--- src/rtl/serial_subtractor8.sv ---
// Bit-serial two's-complement subtractor: diff = a - b - borrowInput.
// One full-adder cell adds a + ~b + ~borrowInput, LSB first.
module serial_subtractor8 #(
    parameter int WIDTH = 8
) (
    input  logic             clk,
    input  logic             rst,
    input  logic             start,
    input  logic [WIDTH-1:0] a,
    input  logic [WIDTH-1:0] b,
    input  logic             borrowInput,
    output logic [WIDTH-1:0] diff,
    output logic             borrowOutput,
    output logic             overflow,
    output logic             busy,
    output logic             done
);

    localparam int CW = (WIDTH > 1) ? $clog2(WIDTH) : 1;
    localparam logic [CW-1:0] LAST = CW'(WIDTH - 1);

    typedef enum logic [1:0] {
        IDLE,
        SHIFT,
        DONE
    } state_t;

    state_t           state_q, state_d;
    logic [WIDTH-1:0] a_q, a_d;
    logic [WIDTH-1:0] nb_q, nb_d;
    logic [WIDTH-1:0] res_q, res_d;
    logic             c_q, c_d;
    logic [CW-1:0]    cnt_q, cnt_d;
    logic [WIDTH-1:0] diff_q, diff_d;
    logic             bout_q, bout_d;
    logic             ovf_q, ovf_d;

    logic sum_bit;
    logic carry_bit;
    logic last_bit;

    always_comb begin
        sum_bit   = a_q[0] ^ nb_q[0] ^ c_q;
        carry_bit = (a_q[0] & nb_q[0]) | (a_q[0] & c_q) | (nb_q[0] & c_q);
        last_bit  = (cnt_q == LAST);
    end

    always_comb begin
        state_d = state_q;
        a_d     = a_q;
        nb_d    = nb_q;
        res_d   = res_q;
        c_d     = c_q;
        cnt_d   = cnt_q;
        diff_d  = diff_q;
        bout_d  = bout_q;
        ovf_d   = ovf_q;

        case (state_q)
            IDLE, DONE: begin
                if (start) begin
                    a_d     = a;
                    nb_d    = ~b;
                    c_d     = ~borrowInput;
                    cnt_d   = '0;
                    state_d = SHIFT;
                end else if (state_q == DONE) begin
                    state_d = IDLE;
                end
            end
            SHIFT: begin
                res_d = {sum_bit, res_q[WIDTH-1:1]};
                a_d   = a_q >> 1;
                nb_d  = nb_q >> 1;
                c_d   = carry_bit;
                cnt_d = cnt_q + 1'b1;
                if (last_bit) begin
                    // c_q is the carry into the MSB at this point
                    diff_d  = {sum_bit, res_q[WIDTH-1:1]};
                    bout_d  = ~carry_bit;
                    ovf_d   = c_q ^ carry_bit;
                    cnt_d   = '0;
                    state_d = DONE;
                end
            end
            default: state_d = IDLE;
        endcase
    end

    always_ff @(posedge clk) begin
        if (rst) begin
            state_q <= IDLE;
            a_q     <= '0;
            nb_q    <= '0;
            res_q   <= '0;
            c_q     <= 1'b0;
            cnt_q   <= '0;
            diff_q  <= '0;
            bout_q  <= 1'b0;
            ovf_q   <= 1'b0;
        end else begin
            state_q <= state_d;
            a_q     <= a_d;
            nb_q    <= nb_d;
            res_q   <= res_d;
            c_q     <= c_d;
            cnt_q   <= cnt_d;
            diff_q  <= diff_d;
            bout_q  <= bout_d;
            ovf_q   <= ovf_d;
        end
    end

    assign diff         = diff_q;
    assign borrowOutput = bout_q;
    assign overflow     = ovf_q;
    assign busy         = (state_q == SHIFT);
    assign done         = (state_q == DONE);

endmodule
--- config.mk ---
export PLATFORM = sky130hd
export DESIGN_NAME = serial_subtractor8
export DESIGN_NICKNAME = d
export VERILOG_FILES = /design/src/rtl/serial_subtractor8.sv
export SDC_FILE = /design/constraint.sdc
export NUM_CORES = 1
export LEC_CHECK = 0
export BUFFER_PORTS_ARGS = -buffer_cell sky130_fd_sc_hd__buf_2
export CAP_MARGIN = 10
export CORE_AREA = 10 10 69 71
export DETAILED_ROUTE_END_ITERATION = 7
export DIE_AREA = 0 0 79 81
export PLACE_DENSITY = 0.82
export SYNTH_ARGS = -nofsm -noshare
export SYNTH_HDL_FRONTEND = slang
export SYNTH_SLANG_ARGS = --single-unit
--- constraint.sdc ---
create_clock -name clk -period 3.04 [get_ports clk]
set_input_delay 0.608 -clock clk [delete_from_list [all_inputs] [get_ports clk]]
set_output_delay 0.608 -clock clk [all_outputs]
set_load 0.01 [all_outputs]
-- Word-level counts from Yosys, hierarchy flattened
Index checks and enable logic that the tools add are counted.
- flip-flop bits (word level): 40
- input bits: 20
- output and inout bits: 12
- logic and storage cells: 46
- $add $sub $neg: 1
- equality and inequality tests: 6
- muxes and demuxes: 13
- bitwise operators: 11
- reduce and logical (&&, ||, !) cells: 6
- operators with widths (kind ; number):
    $pmux 8 s2 ; 2
    $mux 8 ; 2
    $not 8->8 ; 1
    $mux 2 ; 3
    $mux 3 ; 2
    $pmux 3 s2 ; 1
    $reduce_and 2->1 ; 3
    $pmux 2 s2 ; 1
    $add 3x1->3 const B ; 1
    $and 1x1->1 ; 3
    $eq 3x3->1 const B ; 1
    $ne 3x3->1 const B ; 1
    $xor 1x1->1 ; 3
    $eq 2x1->1 const B ; 1
    $eq 2x2->1 const B ; 1
    $logic_not 2->1 ; 1
    $ne 2x1->1 const B ; 1
    $ne 2x2->1 const B ; 1
    $not 1->1 ; 2
    $or 1x1->1 ; 2
    $pmux 1 s2 ; 1
    $reduce_bool 2->1 ; 1
    $reduce_or 2->1 ; 1
    $mux 1 ; 1

-- Depth between registers and ports, before layout
Gate-level depths: netlist (run 1).
- depth in word-level cells: 4
- depth in mapped cells: 6
- gate-level depth less buffers: 5

-- Worst setup path after synthesis (run 1)
OpenSTA, ideal clock, no wires.
- kind: register to output
- start point: register state_q[1]
- end point: output port busy
- arrival time: 0.805 ns
- data required time: 2.432 ns
- path slack: 1.627 ns
- stages on the path, launching flop included: 4
- path through: dfxtp_1 nand2b_2 inv_2 buf_2
- longest elaborated chain between the ends: 1
- ends and longest elaborated chain (element ; line ; text):
    start, declared ; 28 ; state_t state_q, state_d;
    start signal, assigned ; 102 ; state_q <= state_d;
    $eq 2x1->1 ; 117 ; assign busy = (state_q == SHIFT);
    end, declared ; 15 ; output logic busy,
Every way passes these cells.

-- Worst setup path after layout (run 1)
- start point: register state_q[0]
- end point: output port busy
Same word-level chain as after synthesis.

==> run summary, run 1 <==
Buffers on Ports -> 31
Width of the die -> 79 um
Initial antenna violation count -> 0
Largest net degree at the start of global routing -> 30
CP startpoint kind -> register
Max-Cap Viols -> 0
Fin util -> 0.538
Final setup violation count -> 0
Distinct cells, synth -> 30
Synthesized instance count -> 192
Rel. slew slack -> 0.487
WL final -> 3440 um
Required time of the critical path -> 2430 ps
Post-Syn Nets -> 215
CTS tree -> done
GRT busiest layer -> met2
Layout cells sized above 1 -> 0.232
Die Height -> 81 um
Clk_skew -> 6.57 ps
Nets -> 242
Area after DPL -> 0.00181 mm2
Reg clk slew, reported paths -> 120 ps
Worst hold path class -> reg2reg
Die area -> 0.00640 mm2
Fillers -> 355
Avg WL per Cell -> 12.8 um
H-tree Lvls -> 2
Status -> finished clean
Gr usage total -> 0.112
Critical-path maximum fanout -> 18
Kind of cell adding the most delay to the critical path -> flip-flops
Met3 Resource Use GR -> 0.0519
P_leak -> 0.722 nW
WP data arrival -> 1520 ps
Post-Syn Area -> 0.00166 mm2
IO Count -> 32
Met1 GRT Util -> 0.116
Post-route ant nets -> 0
Drt pass-1 iters -> 4
CP cell instances -> nand2b_2 > inv_2 > buf_2
Initial Util -> 0.471
Syn avg cell area -> 8.64 um2
Total grt overflow -> 0
Slowest stage cell, crit path -> dfxtp_1
Fmax -> 469 MHz
Drt drc -> 0
Crit. End Element -> primary output
Post-CTS setup buffers -> 0
Clock insertion delay at the later pin of the skew report -> 340 ps
RD Place Congestion -> 0.739
Max VDD drop -> 0.551 mV
Root buffer cell -> clkbuf_4
First-pass GRT wire length -> 5890 um
Synth Warn # -> 0
Fin area -> 0.00189 mm2
Met2 Use GR -> 0.198
Area grow syn2layout -> 14.2%
Final Cycle Share -> 0.701
Hold buffers post-CTS -> 0
CTS resizes -> 0
Via/cell ratio -> 5.04
Vias in the first global route -> 1,355
Sequential area share after synthesis -> 0.471
Clock sink count -> 39
CTS buffer count -> 5
Core area -> 0.00352 mm2
Worst slew pin tran -> 769 ps
#FFs+latches synth -> 39
Hold Fails Final Rpt -> 0
Critical path type -> reg2out
Buf/Inv on CP -> 2
PwrDens -> 534 mW/mm2
Floorplan row count -> 22
Setup TNS -> 0 ps
Unrepaired setup endpoints after global routing -> no
Tmin final -> 2130 ps
Ant diodes -> 0
Fin. max-slew vios -> 0
Total number of vias -> 1,352
Critical Path Max Stage Delay -> 610 ps
Initial drt markers -> 88
Clock Path Buffers -> 2
Hpwl dp -> 2390 um
## cell usage in the layout, fill, tap and decap left out
cell type / n
nor3b_1: 6
nand2b_1: 3
nor4b_1: 1
and3b_1: 1
a211oi_2: 1
a211oi_1: 1
dfxtp_1: 39
a311oi_2: 7
clkinv_4: 1
inv_1: 3
clkinv_2: 1
nand3_1: 5
fa_1: 1
buf_2: 31
nand3b_1: 8
a21oi_1: 26
nor2b_1: 2
nand2_1: 47
ha_1: 2
xnor2_1: 1
inv_2: 1
buf_4: 2
bufinv_16: 1
o22a_1: 1
o21a_1: 1
clkbuf_4: 5
o21ai_1: 7
mux2_1: 1
nand2b_2: 1
nor2_1: 12
a31oi_1: 1
## where the power goes
group          internal (W)  switching (W)
sequential         0.000533      0.0000157
clock              0.000173       0.000176
combinational     0.0000458      0.0000671
total              0.000752       0.000258
## synthesized netlist by cell type
| cell type | instances | area [um2] |
|---|---|---|
| and3b_1 | 1 | 8.76 |
| nor4b_1 | 1 | 8.76 |
| buf_2 | 4 | 20.0 |
| mux2_1 | 1 | 11.3 |
| a21oi_1 | 26 | 130 |
| a311oi_2 | 7 | 105 |
| a211oi_1 | 1 | 7.51 |
| nor2_1 | 12 | 45.0 |
| nand2b_2 | 1 | 8.76 |
| inv_1 | 3 | 11.3 |
| nor2b_1 | 2 | 12.5 |
| o21a_1 | 1 | 7.51 |
| a211oi_2 | 1 | 12.5 |
| nand2_1 | 47 | 176 |
| nand3_1 | 5 | 25.0 |
| inv_2 | 1 | 3.75 |
| xnor2_1 | 1 | 8.76 |
| clkbuf_1 | 2 | 7.51 |
| dfxtp_1 | 39 | 781 |
| ha_1 | 2 | 25.0 |
| nand3b_1 | 8 | 60.1 |
| buf_4 | 4 | 30.0 |
| buf_1 | 2 | 7.51 |
| nand2b_1 | 3 | 18.8 |
| buf_6 | 1 | 11.3 |
| nor3b_1 | 6 | 45.0 |
| o22a_1 | 1 | 8.76 |
| fa_1 | 1 | 20.0 |
| o21ai_1 | 7 | 35.0 |
| a31oi_1 | 1 | 6.26 |
## cell type report
class                           count  area [um2]  area share
Multi-Input combinational cell    136         787       0.415
Sequential cell                    39         781       0.412
Timing Repair Buffer               33         170      0.0898
Tap cell                           48        60.1      0.0317
Clock inverter                      3        43.8      0.0231
Clock buffer                        5        37.5      0.0198
Inverter                            4        15.0     0.00793
## per-layer routing
layer | vias up | routed length, um | share of wire
met2 | 29 | 1650 | 0.48
li1 | 708 | - | -
met3 | 2 | 260 | 0.076
met5 | - | 0 | 0
met1 | 613 | 1510 | 0.44
met4 | 0 | 22 | 0.0064
## flip-flops by register name (all words and copies together), names as in the netlist
| register | flops |
|---|---|
| a_q | 8 |
| c_q | 1 |
| overflow | 1 |
| cnt_q | 3 |
| res_q | 7 |
| borrowOutput | 1 |
| diff | 8 |
| nb_q | 8 |
| state_q | 2 |
## cell families after synthesis
group / synth area share
AND/OR/NAND/NOR: 0.247
AO/OA/AOI/OAI: 0.189
flip-flops: 0.471
buffers and inverters: 0.0551
adder cells (fa/ha/maj): 0.0271
XOR/XNOR: 0.00528
multiplexers: 0.00679
## final timing paths
check                           depth (start not counted)  endpoint        from  slack [ps]
worst max-delay path                                    3      busy  state_q[0]         910
worst min-delay path                                    2   diff[1]     diff[1]         460
worst max register to register                          3    a_q[5]  state_q[0]        1230
worst min register to register                          2   diff[1]     diff[1]         460
## worst register-to-register path: stages, from the launching register on
cell      delay, ps
dfxtp_1         610
nand2b_1        680
nand2_1         170
a311oi_2        280
## metrics by stage
| step | hold WS [ps] | setup WS (ps) | instances | total power [W] |
|---|---|---|---|---|
| after floorplan | 432 | 1630 | 192 | 0.000647 |
| after detailed placement | 443 | 1200 | 260 | 0.000673 |
| final | 458 | 908 | 268 | 0.00101 |
| after CTS | 461 | 909 | 268 | 0.00103 |
| after global routing | 477 | 822 | 268 | 0.00106 |
| after global placement | 436 | 1250 | 260 | 0.000670 |
Power figures use the tool's default switching activity.
==> inputs of run 2 (changes only) <==
==> constraint.sdc (replaced) <==
create_clock -name clk -period 2 [get_ports clk]
set_input_delay 0.4 -clock clk [delete_from_list [all_inputs] [get_ports clk]]
set_output_delay 0.4 -clock clk [all_outputs]
set_load 0.01 [all_outputs]
==> run 2 against run 1 <==
Clock-buffer cell count rose by 1. Combinational power is 62% higher. Via count is 1.1% lower. Routed wire length is 1.5% lower. Utilization increased by 0.78 points.
==> run summary, run 2 (synthesis results as in run 1) <==
Clock insertion delay at the later pin of the skew report -> 340 ps
Buffers on Ports -> 31
Final setup violation count -> 0
PwrDens -> 812 mW/mm2
Initial drt markers -> 82
Most frequent cells in the layout -> nand2_1 (47), dfxtp_1 (39), buf_2 (31)
R2r setup slk -> 530 ps
Cell Int Power -> 0.00118 W
Switch Pwr -> 0.000380 W
Area after DPL -> 0.00184 mm2
Fin. max-slew vios -> 0
Floorplan row count -> 22
Area grow syn2layout -> 15.8%
Clk_skew -> 7.91 ps
CTS buffer count -> 5
Total grt overflow -> 0
Flop pwr share -> 0.532
Power, Total -> 0.00156 W
H-tree Lvls -> 2
Drt pass-1 iters -> 4
Final Cycle Share -> 0.860
Initial antenna violation count -> 0
Width of the die -> 79 um
Fillers -> 383
Total number of vias -> 1,337
Core area -> 0.00352 mm2
Post-route ant nets -> 0
Gr usage total -> 0.111
P_leak -> 0.739 nW
Die Height -> 81 um
Worst R2R Start -> cnt_q[0]
Critical path type -> reg2out
WL final -> 3390 um
Unrepaired setup endpoints after global routing -> no
Worst hold stages -> 3
Root buffer cell -> clkbuf_4
Max-Cap Viols -> 0
WHS Endpoint -> a_q[7]
Reg clk slew, reported paths -> 110 ps
Fmax -> 582 MHz
Crit. End Element -> primary output
Nets -> 245
Clock power frac -> 0.351
IO Count -> 32
Area of the multi-input gates -> 787 um2
Worst hold path class -> in2reg
Layout cells sized above 1 -> 0.242
Reg2Reg Depth -> 5
Worst slew pin tran -> 530 ps
Hold Fails Final Rpt -> 0
Hold_sp -> a[7]
Post-CTS setup buffers -> 0
Via/cell ratio -> 4.93
Die area -> 0.00640 mm2
Register area -> 781 um2
Commonest non-fill, non-tap cell in the layout -> nand2_1
Rel. slew slack -> 0.647
Ant diodes -> 0
Net Sw Frac -> 0.243
Avg WL per Cell -> 12.5 um
Drt drc -> 0
RD Place Congestion -> 0.715
CTS tree -> done
Status -> finished clean
Logic pwr share -> 0.117
Hpwl dp -> 2430 um
Fin area -> 0.00192 mm2
Max VDD drop -> 0.562 mV
Critical-path maximum fanout -> 18
First-pass GRT wire length -> 5800 um
CP startpoint kind -> register
Setup TNS -> 0 ps
Vias in the first global route -> 1,300
Initial Util -> 0.471
Hold buffers post-CTS -> 0
Required time of the critical path -> 1600 ps
Critical R2R Capture -> diff[7]
CTS resizes -> 0
Largest net degree at the start of global routing -> 30
Clock sink count -> 39
Tmin final -> 1720 ps
Clock Path Buffers -> 2
WP data arrival -> 1320 ps
-- run 2: cell types whose count changed in the layout (fill, tap and decap cells not counted) --
| cell | delta |
|---|---|
| clkinv_4 | -1 |
| buf_4 | +3 |
| clkbuf_8 | +1 |
-- run 2: layout make-up --
| class | count | share of cell area |
|---|---|---|
| Multi-Input combinational cell | 136 | 0.410 |
| Sequential cell | 39 | 0.406 |
| Timing Repair Buffer | 36 | 0.100 |
| Tap cell | 48 | 0.0313 |
| Clock buffer | 6 | 0.0267 |
| Clock inverter | 2 | 0.0182 |
| Inverter | 4 | 0.00781 |
-- run 2: power groups by stage --
stage | clock network (W) | registers [W] | logic [W]
4_1_cts | 0.000563 | 0.000830 | 0.000185
3_3_place_gp | 0 | 0.000847 | 0.000179
5_1_grt | 0.000591 | 0.000835 | 0.000206
2_1_floorplan | 0 | 0.000843 | 0.000141
3_5_place_dp | 0 | 0.000848 | 0.000183
6_report | 0.000548 | 0.000830 | 0.000183
-- run 2: metrics by stage --
stage	std cells	utilization	hold slack [ps]	worst slack, ps
after floorplan	192	-	432	712
after global placement	263	0.521	436	549
after detailed placement	263	0.521	444	511
after CTS	271	0.545	283	262
after global routing	271	0.545	323	172
final	271	0.545	298	280
-- run 2: worst max-delay path by stage --
stage / cells past startpoint / endpoint / start / slack [ps]
6_report: 3 / busy / state_q[1] / 280
3_3_place_gp: 5 / diff[7] / cnt_q[0] / 550
2_1_floorplan: 5 / diff[7] / cnt_q[0] / 710
3_5_place_dp: 5 / nb_q[1] / start / 510
4_1_cts: 3 / busy / state_q[1] / 260
5_1_grt: 3 / busy / state_q[1] / 170
-- run 2: layer usage --
layer,global-route usage,wire [um],vias up
met5,0,0,-
met4,0.0394,34,0
met3,0.0530,242,5
met2,0.173,1530,25
met1,0.131,1580,598
li1,-,-,709
-- run 2: critical path, cell delays in order (launching register included) --
cell      delay, ps
dfxtp_1         350
nand2b_2        190
inv_2           240
buf_2           200
==> inputs of run 3 (changes only) <==
==> config.mk (replaced) <==
export PLATFORM = sky130hd
export DESIGN_NAME = serial_subtractor8
export DESIGN_NICKNAME = d
export VERILOG_FILES = /design/src/rtl/serial_subtractor8.sv
export SDC_FILE = /design/constraint.sdc
export NUM_CORES = 1
export LEC_CHECK = 0
export CAP_MARGIN = 10
export CORE_AREA = 3 3 62 64
export DETAILED_ROUTE_END_ITERATION = 7
export DIE_AREA = 0 0 65 67
export DONT_BUFFER_PORTS = 1
export PLACE_DENSITY = 0.74
export SETUP_SLACK_MARGIN = 0.3
export SYNTH_ARGS = -nofsm -noshare
export SYNTH_HDL_FRONTEND = slang
export SYNTH_SLANG_ARGS = --single-unit
==> run 3 against run 2 <==
Register-to-register slack barely moved. Routed wire length fell by 7.8%. First-iteration DRC count fell by 43%. Critical path depth did not move. Design area fell by 8.2%. Sequential cell count did not move. Critical endpoint unchanged. Clock-buffer cell count fell by 1. Fmax rose by 12%.
==> run summary, run 3 (synthesis results as in run 1) <==
Via/cell ratio -> 5.39
WL final -> 3130 um
Fmax -> 653 MHz
Flop pwr share -> 0.550
Switch Pwr -> 0.000370 W
Die Height -> 67 um
Reg clk slew, reported paths -> 120 ps
Total grt overflow -> 0
IO Count -> 32
Initial antenna violation count -> 0
Die area -> 0.00436 mm2
Register area -> 781 um2
Final setup violation count -> 0
Clock Path Buffers -> 2
Tmin final -> 1530 ps
Setup TNS -> 0 ps
Post-CTS setup buffers -> 0
Max-Cap Viols -> 0
Fin util -> 0.529
Post-route ant nets -> 0
Layout cells sized above 1 -> 0.115
Total number of vias -> 1,277
Pre-CTS setup slack -> 541 ps
Worst slew pin tran -> 379 ps
Max VDD drop -> 0.407 mV
Vias in the first global route -> 1,282
Core area -> 0.00334 mm2
Root buffer cell -> clkbuf_4
Fillers -> 311
Min setup slack post-route -> 469 ps
Initial drt markers -> 47
CTS buffer count -> 5
PwrDens -> 854 mW/mm2
Net Sw Frac -> 0.246
Logic pwr share -> 0.102
Area grow syn2layout -> 6.33%
Drt drc -> 0
Crit. End Element -> primary output
Ant diodes -> 0
Area of the multi-input gates -> 792 um2
Largest net degree at the start of global routing -> 41
Unrepaired setup endpoints after global routing -> no
Status -> finished clean
Width of the die -> 65 um
Gr usage total -> 0.168
Critical path type -> reg2out
H-tree Lvls -> 2
Hpwl dp -> 2190 um
Worst hold path class -> in2reg
Hold Fails Final Rpt -> 0
Drt pass-1 iters -> 4
P_leak -> 0.593 nW
CP startpoint kind -> register
Fin. max-slew vios -> 0
Hold buffers post-CTS -> 0
Commonest non-fill, non-tap cell in the layout -> nand2_1
Cell Int Power -> 0.00114 W
Nets -> 213
Clk_skew -> 10.9 ps
Buffers on Ports -> 0
Initial Util -> 0.497
Floorplan row count -> 21
Rel. slew slack -> 0.747
Clock insertion delay at the later pin of the skew report -> 350 ps
WP data arrival -> 1130 ps
RD Place Congestion -> 0.769
Required time of the critical path -> 1600 ps
Clock power frac -> 0.348
CTS tree -> done
First-pass GRT wire length -> 5510 um
Clock sink count -> 39
Most frequent cells in the layout -> nand2_1 (47), dfxtp_1 (39), a21oi_1 (26)
Final Cycle Share -> 0.765
Avg WL per Cell -> 13.2 um
Critical-path maximum fanout -> 18
-- run 3: what timing repair did --
action	in CTS	in global routing
endpoints found under the hold margin	0	0
pin swaps	0	0
endpoints found under the setup margin	1	1
gates resized for setup	1	4
gates cloned	0	0
-- run 3: layer usage --
layer	routed length [um]	up-vias	global-route usage	share of wire
li1	-	651	-	-
met1	1370	588	0.178	0.44
met2	1450	30	0.278	0.46
met3	241	8	0.0759	0.077
met4	64	0	0.0923	0.020
met5	0	-	0	0
-- run 3: path summary, 6_finish.rpt --
kind                            startpoint  endpoint  slack, ps  depth (start not counted)
worst min-delay path                   rst   diff[7]        100                          1
worst max register to register    cnt_q[0]   diff[7]        520                          5
worst min register to register    res_q[1]   diff[0]        460                          2
worst max-delay path            state_q[0]      busy        470                          3
-- run 3: cell type report --
type,instances,area share
clock inverter,3,0.0248
timing repair buffer,4,0.0170
clock buffer,5,0.0213
multi-input combinational,136,0.449
sequential,39,0.443
tap,46,0.0326
inverter,4,0.0128
-- run 3: power groups by stage --
stage	Sequential [W]	Combinational (W)	Clock (W)
floorplan	0.000843	0.000141	0
global placement	0.000845	0.000144	0
detailed placement	0.000846	0.000150	0
CTS	0.000829	0.000152	0.000539
global route	0.000833	0.000174	0.000568
finish	0.000829	0.000154	0.000524
-- run 3: metrics by stage --
stage | instances | hold WS, ps | instance area, um2 | power, W
final | 237 | 98.4 | 1760 | 0.00151
after global routing | 237 | 64.5 | 1760 | 0.00158
after CTS | 237 | 77.0 | 1750 | 0.00152
after detailed placement | 229 | 442 | 1670 | 0.000996
after global placement | 229 | 438 | 1670 | 0.000989
after floorplan | 192 | 432 | 1660 | 0.000984
-- run 3: worst max-delay path: stages (launching register included) --
cell	delay [ps]
dfxtp_1	340
buf_4	180
nand2b_4	120
inv_8	140
